`src/rtl/mainfsm_pkg.sv`:
```
// ---------------------------------------------------------------------------
// arm_multi_defs
// Shared definitions for the multicycle ARM control unit.
//   - 4-bit main FSM state encodings (FETCH = 0 ... UNKNOWN = 10)
//   - ALUSrcA, ALUSrcB and ResultSrc mux select encodings
//   - ctrl_t: packed control vector, MSB first in the order
//     NextPC, Branch, MemW, RegW, IRWrite, AdrSrc, ResultSrc,
//     ALUSrcA, ALUSrcB, ALUOp (13 bits total)
// ---------------------------------------------------------------------------
package arm_multi_defs;

    localparam logic [3:0] S_FETCH    = 4'd0;
    localparam logic [3:0] S_DECODE   = 4'd1;
    localparam logic [3:0] S_MEMADR   = 4'd2;
    localparam logic [3:0] S_MEMRD    = 4'd3;
    localparam logic [3:0] S_MEMWB    = 4'd4;
    localparam logic [3:0] S_MEMWR    = 4'd5;
    localparam logic [3:0] S_EXECUTER = 4'd6;
    localparam logic [3:0] S_EXECUTEI = 4'd7;
    localparam logic [3:0] S_ALUWB    = 4'd8;
    localparam logic [3:0] S_BRANCH   = 4'd9;
    localparam logic [3:0] S_UNKNOWN  = 4'd10;

    localparam logic [1:0] SRCA_REG = 2'b00;
    localparam logic [1:0] SRCA_PC  = 2'b01;

    localparam logic [1:0] SRCB_WD   = 2'b00;
    localparam logic [1:0] SRCB_IMM  = 2'b01;
    localparam logic [1:0] SRCB_FOUR = 2'b10;

    localparam logic [1:0] RES_ALUOUT    = 2'b00;
    localparam logic [1:0] RES_DATA      = 2'b01;
    localparam logic [1:0] RES_ALURESULT = 2'b10;

    typedef struct packed {
        logic       next_pc;
        logic       branch;
        logic       mem_w;
        logic       reg_w;
        logic       ir_write;
        logic       adr_src;
        logic [1:0] result_src;
        logic [1:0] alu_src_a;
        logic [1:0] alu_src_b;
        logic       alu_op;
    } ctrl_t;

endpackage

```
`src/rtl/mainfsm.sv`:
```
// ---------------------------------------------------------------------------
// mainfsm
// Moore FSM sequencing the multicycle ARM datapath through fetch, decode,
// execute, memory and writeback. Enables are unconditioned requests; the
// conditional logic downstream gates RegW/MemW/Branch/NextPC.
// Ports:
//   clk       in  1  rising-edge clock
//   reset     in  1  asynchronous active-high, forces FETCH
//   Op        in  2  Instr[27:26]
//   Funct     in  6  Instr[25:20] (bit 5 = immediate, bit 0 = load)
//   IRWrite   out 1  load instruction register
//   AdrSrc    out 1  memory address select (0 PC, 1 Result)
//   ALUSrcA   out 2  ALU A select
//   ALUSrcB   out 2  ALU B select
//   ResultSrc out 2  result select
//   ALUOp     out 1  1 = decoder picks ALU function, 0 = add
//   NextPC    out 1  PC <= PC+4 request
//   RegW      out 1  register write request
//   MemW      out 1  memory write request
//   Branch    out 1  branch-target PC load request
// ---------------------------------------------------------------------------
module mainfsm
    import arm_multi_defs::*;
(
    input  logic       clk,
    input  logic       reset,
    input  logic [1:0] Op,
    input  logic [5:0] Funct,
    output logic       IRWrite,
    output logic       AdrSrc,
    output logic [1:0] ALUSrcA,
    output logic [1:0] ALUSrcB,
    output logic [1:0] ResultSrc,
    output logic       ALUOp,
    output logic       NextPC,
    output logic       RegW,
    output logic       MemW,
    output logic       Branch
);

    logic [3:0] state;
    logic [3:0] next_state;
    ctrl_t      ctrl;

    // Only the I and L bits of Funct steer sequencing; the rest belong to
    // the instruction decoder.
    logic unused_funct;
    assign unused_funct = ^Funct[4:1];

    always_ff @(posedge clk or posedge reset) begin
        if (reset) begin
            state <= S_FETCH;
        end else begin
            state <= next_state;
        end
    end

    // Op is looked at only in DECODE and Funct only in DECODE/MEMADR, so
    // the instruction fields may change freely in every other state.
    always_comb begin
        next_state = S_FETCH;
        case (state)
            S_FETCH:    next_state = S_DECODE;
            S_DECODE: begin
                case (Op)
                    2'b00:   next_state = Funct[5] ? S_EXECUTEI : S_EXECUTER;
                    2'b01:   next_state = S_MEMADR;
                    2'b10:   next_state = S_BRANCH;
                    default: next_state = S_UNKNOWN;
                endcase
            end
            S_EXECUTER: next_state = S_ALUWB;
            S_EXECUTEI: next_state = S_ALUWB;
            S_MEMADR:   next_state = Funct[0] ? S_MEMRD : S_MEMWR;
            S_MEMRD:    next_state = S_MEMWB;
            default:    next_state = S_FETCH;
        endcase
    end

    // Output decode. Unencoded states and UNKNOWN fall through to the
    // all-zero vector so they have no architectural effect.
    always_comb begin
        ctrl = '0;
        case (state)
            S_FETCH: begin
                ctrl.next_pc    = 1'b1;
                ctrl.ir_write   = 1'b1;
                ctrl.result_src = RES_ALURESULT;
                ctrl.alu_src_a  = SRCA_PC;
                ctrl.alu_src_b  = SRCB_FOUR;
            end
            S_DECODE: begin
                ctrl.result_src = RES_ALURESULT;
                ctrl.alu_src_a  = SRCA_PC;
                ctrl.alu_src_b  = SRCB_FOUR;
            end
            S_EXECUTER: begin
                ctrl.alu_src_a  = SRCA_REG;
                ctrl.alu_src_b  = SRCB_WD;
                ctrl.alu_op     = 1'b1;
            end
            S_EXECUTEI: begin
                ctrl.alu_src_a  = SRCA_REG;
                ctrl.alu_src_b  = SRCB_IMM;
                ctrl.alu_op     = 1'b1;
            end
            S_ALUWB: begin
                ctrl.reg_w      = 1'b1;
                ctrl.result_src = RES_ALUOUT;
            end
            S_MEMADR: begin
                ctrl.alu_src_a  = SRCA_REG;
                ctrl.alu_src_b  = SRCB_IMM;
            end
            S_MEMRD: begin
                ctrl.adr_src    = 1'b1;
                ctrl.result_src = RES_ALUOUT;
            end
            S_MEMWB: begin
                ctrl.reg_w      = 1'b1;
                ctrl.result_src = RES_DATA;
            end
            S_MEMWR: begin
                ctrl.mem_w      = 1'b1;
                ctrl.adr_src    = 1'b1;
                ctrl.result_src = RES_ALUOUT;
            end
            S_BRANCH: begin
                ctrl.branch     = 1'b1;
                ctrl.result_src = RES_ALURESULT;
                ctrl.alu_src_a  = SRCA_REG;
                ctrl.alu_src_b  = SRCB_IMM;
            end
            default: ctrl = '0;
        endcase
    end

    assign NextPC    = ctrl.next_pc;
    assign Branch    = ctrl.branch;
    assign MemW      = ctrl.mem_w;
    assign RegW      = ctrl.reg_w;
    assign IRWrite   = ctrl.ir_write;
    assign AdrSrc    = ctrl.adr_src;
    assign ResultSrc = ctrl.result_src;
    assign ALUSrcA   = ctrl.alu_src_a;
    assign ALUSrcB   = ctrl.alu_src_b;
    assign ALUOp     = ctrl.alu_op;

endmodule

```
`config.mk`:
```
export PLATFORM = sky130hd
export DESIGN_NAME = mainfsm
export DESIGN_NICKNAME = d
export VERILOG_FILES = /design/src/rtl/mainfsm_pkg.sv /design/src/rtl/mainfsm.sv
export SDC_FILE = /design/constraint.sdc
export NUM_CORES = 1
export LEC_CHECK = 0
export CAP_MARGIN = 20
export CORE_AREA = 2 2 39 41
export DETAILED_ROUTE_END_ITERATION = 7
export DIE_AREA = 0 0 41 43
export GPL_TIMING_DRIVEN = 0
export PLACE_DENSITY = 0.62
export REMOVE_ABC_BUFFERS = 1
export SLEW_MARGIN = 40
export SYNTH_ARGS = -nofsm -noshare
export SYNTH_HDL_FRONTEND = slang
export SYNTH_SLANG_ARGS = --single-unit
export TNS_END_PERCENT = 30
```
`constraint.sdc`:
```
create_clock -name clk -period 1.62 [get_ports clk]
set_clock_uncertainty 0.2 [all_clocks]
set_input_delay 0.324 -clock clk [delete_from_list [all_inputs] [get_ports clk]]
set_output_delay 0.324 -clock clk [all_outputs]
set_load 0.05 [all_outputs]
```
* After elaboration in Yosys (flattened, before gate mapping)
Index checks and enable logic that the tools add are counted.
** Storage, ports and cells
- Flip-flop bits (word level) :: 4
- Output and inout port bits :: 13
** Cells by class
- Equal/unequal tests :: 11
- Multiplexer cells :: 12
- Reductions and logical operators :: 8
** Operators with widths (count)
- 4-bit case mux with 5 select lines :: 1
- 4-bit by 3-bit equality test with 1-bit output, second input constant :: 4
- 4-bit case mux with 3 select lines :: 1
- 4-bit by 2-bit equality test with 1-bit output, second input constant :: 2
- 4-bit equality test, second input constant :: 2
- 2-bit OR reduction :: 4
- 1-bit 2-to-1 mux :: 7
- 3-bit case mux with 2 select lines :: 1
- 3-bit OR reduction :: 2
- 4-bit by 1-bit equality test with 1-bit output, second input constant :: 1
- 4-bit zero test :: 1
- 2-bit case mux with 2 select lines :: 1
- 3-bit 2-to-1 mux :: 1
- 2-bit by 1-bit equality test with 1-bit output, second input constant :: 1
- 2-bit equality test, second input constant :: 1
- 2-bit zero test :: 1

* Logic depth before layout (Yosys ltp)
Gate-level depths: netlist of run 1.
- Word-level depth :: 3
- Gate-level depth with buffers :: 5
- Gate-level depth less buffers :: 3

* Worst setup path before layout of run 1
Ideal clock, no wire load.
- Path kind :: flip-flop to output port
- Start :: register state[2]
- End :: output port NextPC
- Arrival :: 2.303 ns
- Data required time :: 1.096 ns
- Setup slack :: -1.207 ns
- Cell stages (with the launch flop) :: 6
- Cell sequence :: dfrtp_1 > buf_6 > or2_1 > clkbuf_2 > nor3_1 > buf_4
** Between the ends
- Word-level cells in the longest chain between the ends :: 2
** Ends and longest elaborated chain
- start, declared :: RTL line mainfsm.sv:41 : logic [3:0] state;
- start signal, assigned :: RTL line mainfsm.sv:54 : state <= next_state;
- 4-bit zero test
- 1-bit 2-to-1 mux
- end, declared :: RTL line mainfsm.sv:35 : output logic NextPC,
No other way between the ends.

* Final worst setup path of run 1
- Start :: register state[2]
- End :: output port ALUSrcB[0]
** Between the ends
- Word-level cells in the longest chain between the ends :: 3
** Ends and longest elaborated chain
- 4-bit by 2-bit equality test with 1-bit output, or another cell as far along :: RTL line mainfsm.sv:84 : case (state)
- 3-bit OR reduction (no line) or 2-bit OR reduction (tied branches)
- 3-bit case mux with 2 select lines * :: RTL line mainfsm.sv:84
- end, declared :: RTL line mainfsm.sv:32 : output logic [1:0] ALUSrcB,
Mark *: on every way between the ends. The rest lies on a longest branch, timed or not.

==> results of run 1 <==
per-layer routing:
| layer | vias to the layer above | wire length [um] |
|---|---|---|
| li1 | 187 | - |
| met1 | 156 | 345 |
| met2 | 14 | 362 |
| met3 | 0 | 58 |
| met4 | 0 | 0 |
| met5 | - | 0 |
worst min-delay path by stage:
| stage | to | start | slack (ns) |
|---|---|---|---|
| after floorplan | state[0] | reset | -0.11 |
| after global placement | state[3] | reset | 0.32 |
| after CTS | state[3] | reset | 0.07 |
| after detailed placement | state[3] | reset | 0.32 |
| after global routing | state[3] | reset | 0.1 |
| final | state[2] | reset | 0.07 |
synth_stat cells:
library cell,n
inv_1,3
buf_4,3
o21ai_0,4
nor2b_1,2
nand3b_1,3
nor3_1,3
clkbuf_1,1
or2b_1,1
nor3b_1,1
xnor2_1,2
nor2_1,3
or2_1,1
a21oi_1,4
dfrtp_1,4
and3b_2,1
conb_1,1
nand2b_1,1
buf_2,1
nand2_1,2
nand3_1,1
or3b_1,1
buf_6,1
clkbuf_2,1
repair_timing:
item | 4_1_cts | 5_1_grt
endpoints found under the setup margin | 12 | 12
buffers inserted | 6 | 3
gates resized for setup | 86 | 3
pin swaps | 3 | 1
stage by stage:
| step | area, um2 | cells | hold WS [ns] | TNS (ns) |
|---|---|---|---|---|
| after floorplan | 293 | 38 | -0.110 | -8.47 |
| after global placement | 483 | 71 | 0.317 | -7.89 |
| after detailed placement | 483 | 71 | 0.318 | -7.92 |
| after CTS | 538 | 80 | 0.0744 | -2.66 |
| after global routing | 572 | 83 | 0.0961 | -4.15 |
| final | 572 | 83 | 0.0746 | -3.45 |
layout make-up:
type / count / share of cell area (%)
Clock buffer: 3 / 3.94
Multi-Input combinational cell: 31 / 32.6
Timing Repair Buffer: 26 / 39.6
Inverter: 3 / 1.97
Tap cell: 16 / 3.50
Sequential cell: 4 / 18.4
kinds of logic after synthesis:
family	Yosys count	share of synthesized area, %
DFF	4	29.4
xor gates and xnor gates	2	5.15
and+or+nand+nor	20	35.3
other	1	1.10
buffers and inverters	10	17.3
AOI/OAI and AO/OA	8	11.8
==> impl_metrics.ini, run 1 <==
[outcome]
status = finished, violations left
violations = negative setup slack

[worst_setup_path]
crit_chain = or2_4 > or3b_1 > nand3_1 > buf_6
path_class = register to output pin
cp_num_buf_inv = 1
r2r-end = state[2]
max_stage_delay_ns = 0.42
start_kind = register
worst-path-stages = 4
cp-endpoint = ALUSrcB[0]
crit_path_end_kind = output pin
r2r_cells = 4
critPathRequiredTime_ns = 1.10
r2r_slack_ns = 0.27
crit_path_start = state[2]
crit_family = simple AND/OR/NAND/NOR gates
crit_fanout = 5
cp_slowest_cell = dfrtp_2
crit_arrival_ns = 1.50
timing.rr.start = state[2]

[clock_tree]
cts_root_buf = clkbuf_4
hold_buffers = 0
cts_tree = done
path_clk_slew_ns = 0.04
clk_path_buf_depth = 2
htree_levels = 1
cts_num_sinks = 4
cts_buffers = 3
clk_latency_ns = 0.23

[global_route]
top_usage_layer = met1
antenna_found_initial = 0
grt_use_met3_pct = 4.71
first_global_vias = 284
gr-total-overflow = 0
grt_pass1_wl_um = 1160
use_met2_pct = 12.5
grt_max_degree = 11
grt_usage_pct = 9.69
grtUsageMet1_pct = 13.4

[synthesis]
yosys_warnings = 0
synth_top_cell_by_area = dfrtp_1
ys_types = 23
ys_seq_area_share_pct = 29.4
syn_area_um2 = 340
synth.top_cell.area_share_pct = 29.4
synthesis.instances = 45
synth_area_per_cell_um2 = 7.56
synth_seq_cells = 4
synth_area_leaders = dfrtp_1 (29%), buf_4 (6.6%), nand3b_1 (6.6%)

[final_layout]
layout_common_cells = buf_4 (16), clkdlybuf4s50_1 (5), buf_6 (5)
largest_reg_flops = 4
drive_gt1_share_pct = 46.3
nFillCells = 168
mostFrequentLayoutCell = buf_4
antenna_cells = 0
multi_input_area_um2 = 186
nets = 79
top_regs = state x4
fin_util_pct = 41.3
syn2layout_area_growth_pct = 68.0
layout.area.seq_um2 = 105
regMostFlops = state

[detailed_routing]
drt_iter0_markers = 6
postRouteAntennaNets = 0
drc = 0
totalWireLength_um = 766
vias = 357
vias_per_cell = 4.30
routedWlPerCell_um = 9.23
drt_pass1_iterations = 4

[place]
place_congestion = 0.680
portBuffers = 17
place_ws_ns = -0.941
dp_hpwl_um = 498

[job]
cap_violations = 0

[die]
start_util_pct = 24.6
dieArea_um2 = 1760
core_area_um2 = 1380
die_h_um = 43
io_pins = 23
num_rows = 14
die_width_um = 41

[sta]
setup_slack_ns = -0.407
hold_viol_final = 0
period_minus_slack_ns = 2.03
slew_viol_final = 0
fmax_mhz = 493
setup_viol = 12
rsz0062_at_grt = true
post-route-period-util_pct = 125

[worst_hold_path]
hp-class = primary input to asynchronous set/reset pin
Power of run 1 is left out: the tool's default activity adds up to more than one toggle a clock period on the data nets, which glitch-free logic cannot reach.
==> run 2: changes to the inputs <==
- SLEW_MARGIN: 40 -> unset
==> results of run 2 <==
No change in the layout: final DEF, timing and power equal those of run 1.
Power of run 2 is left out for the same reason.
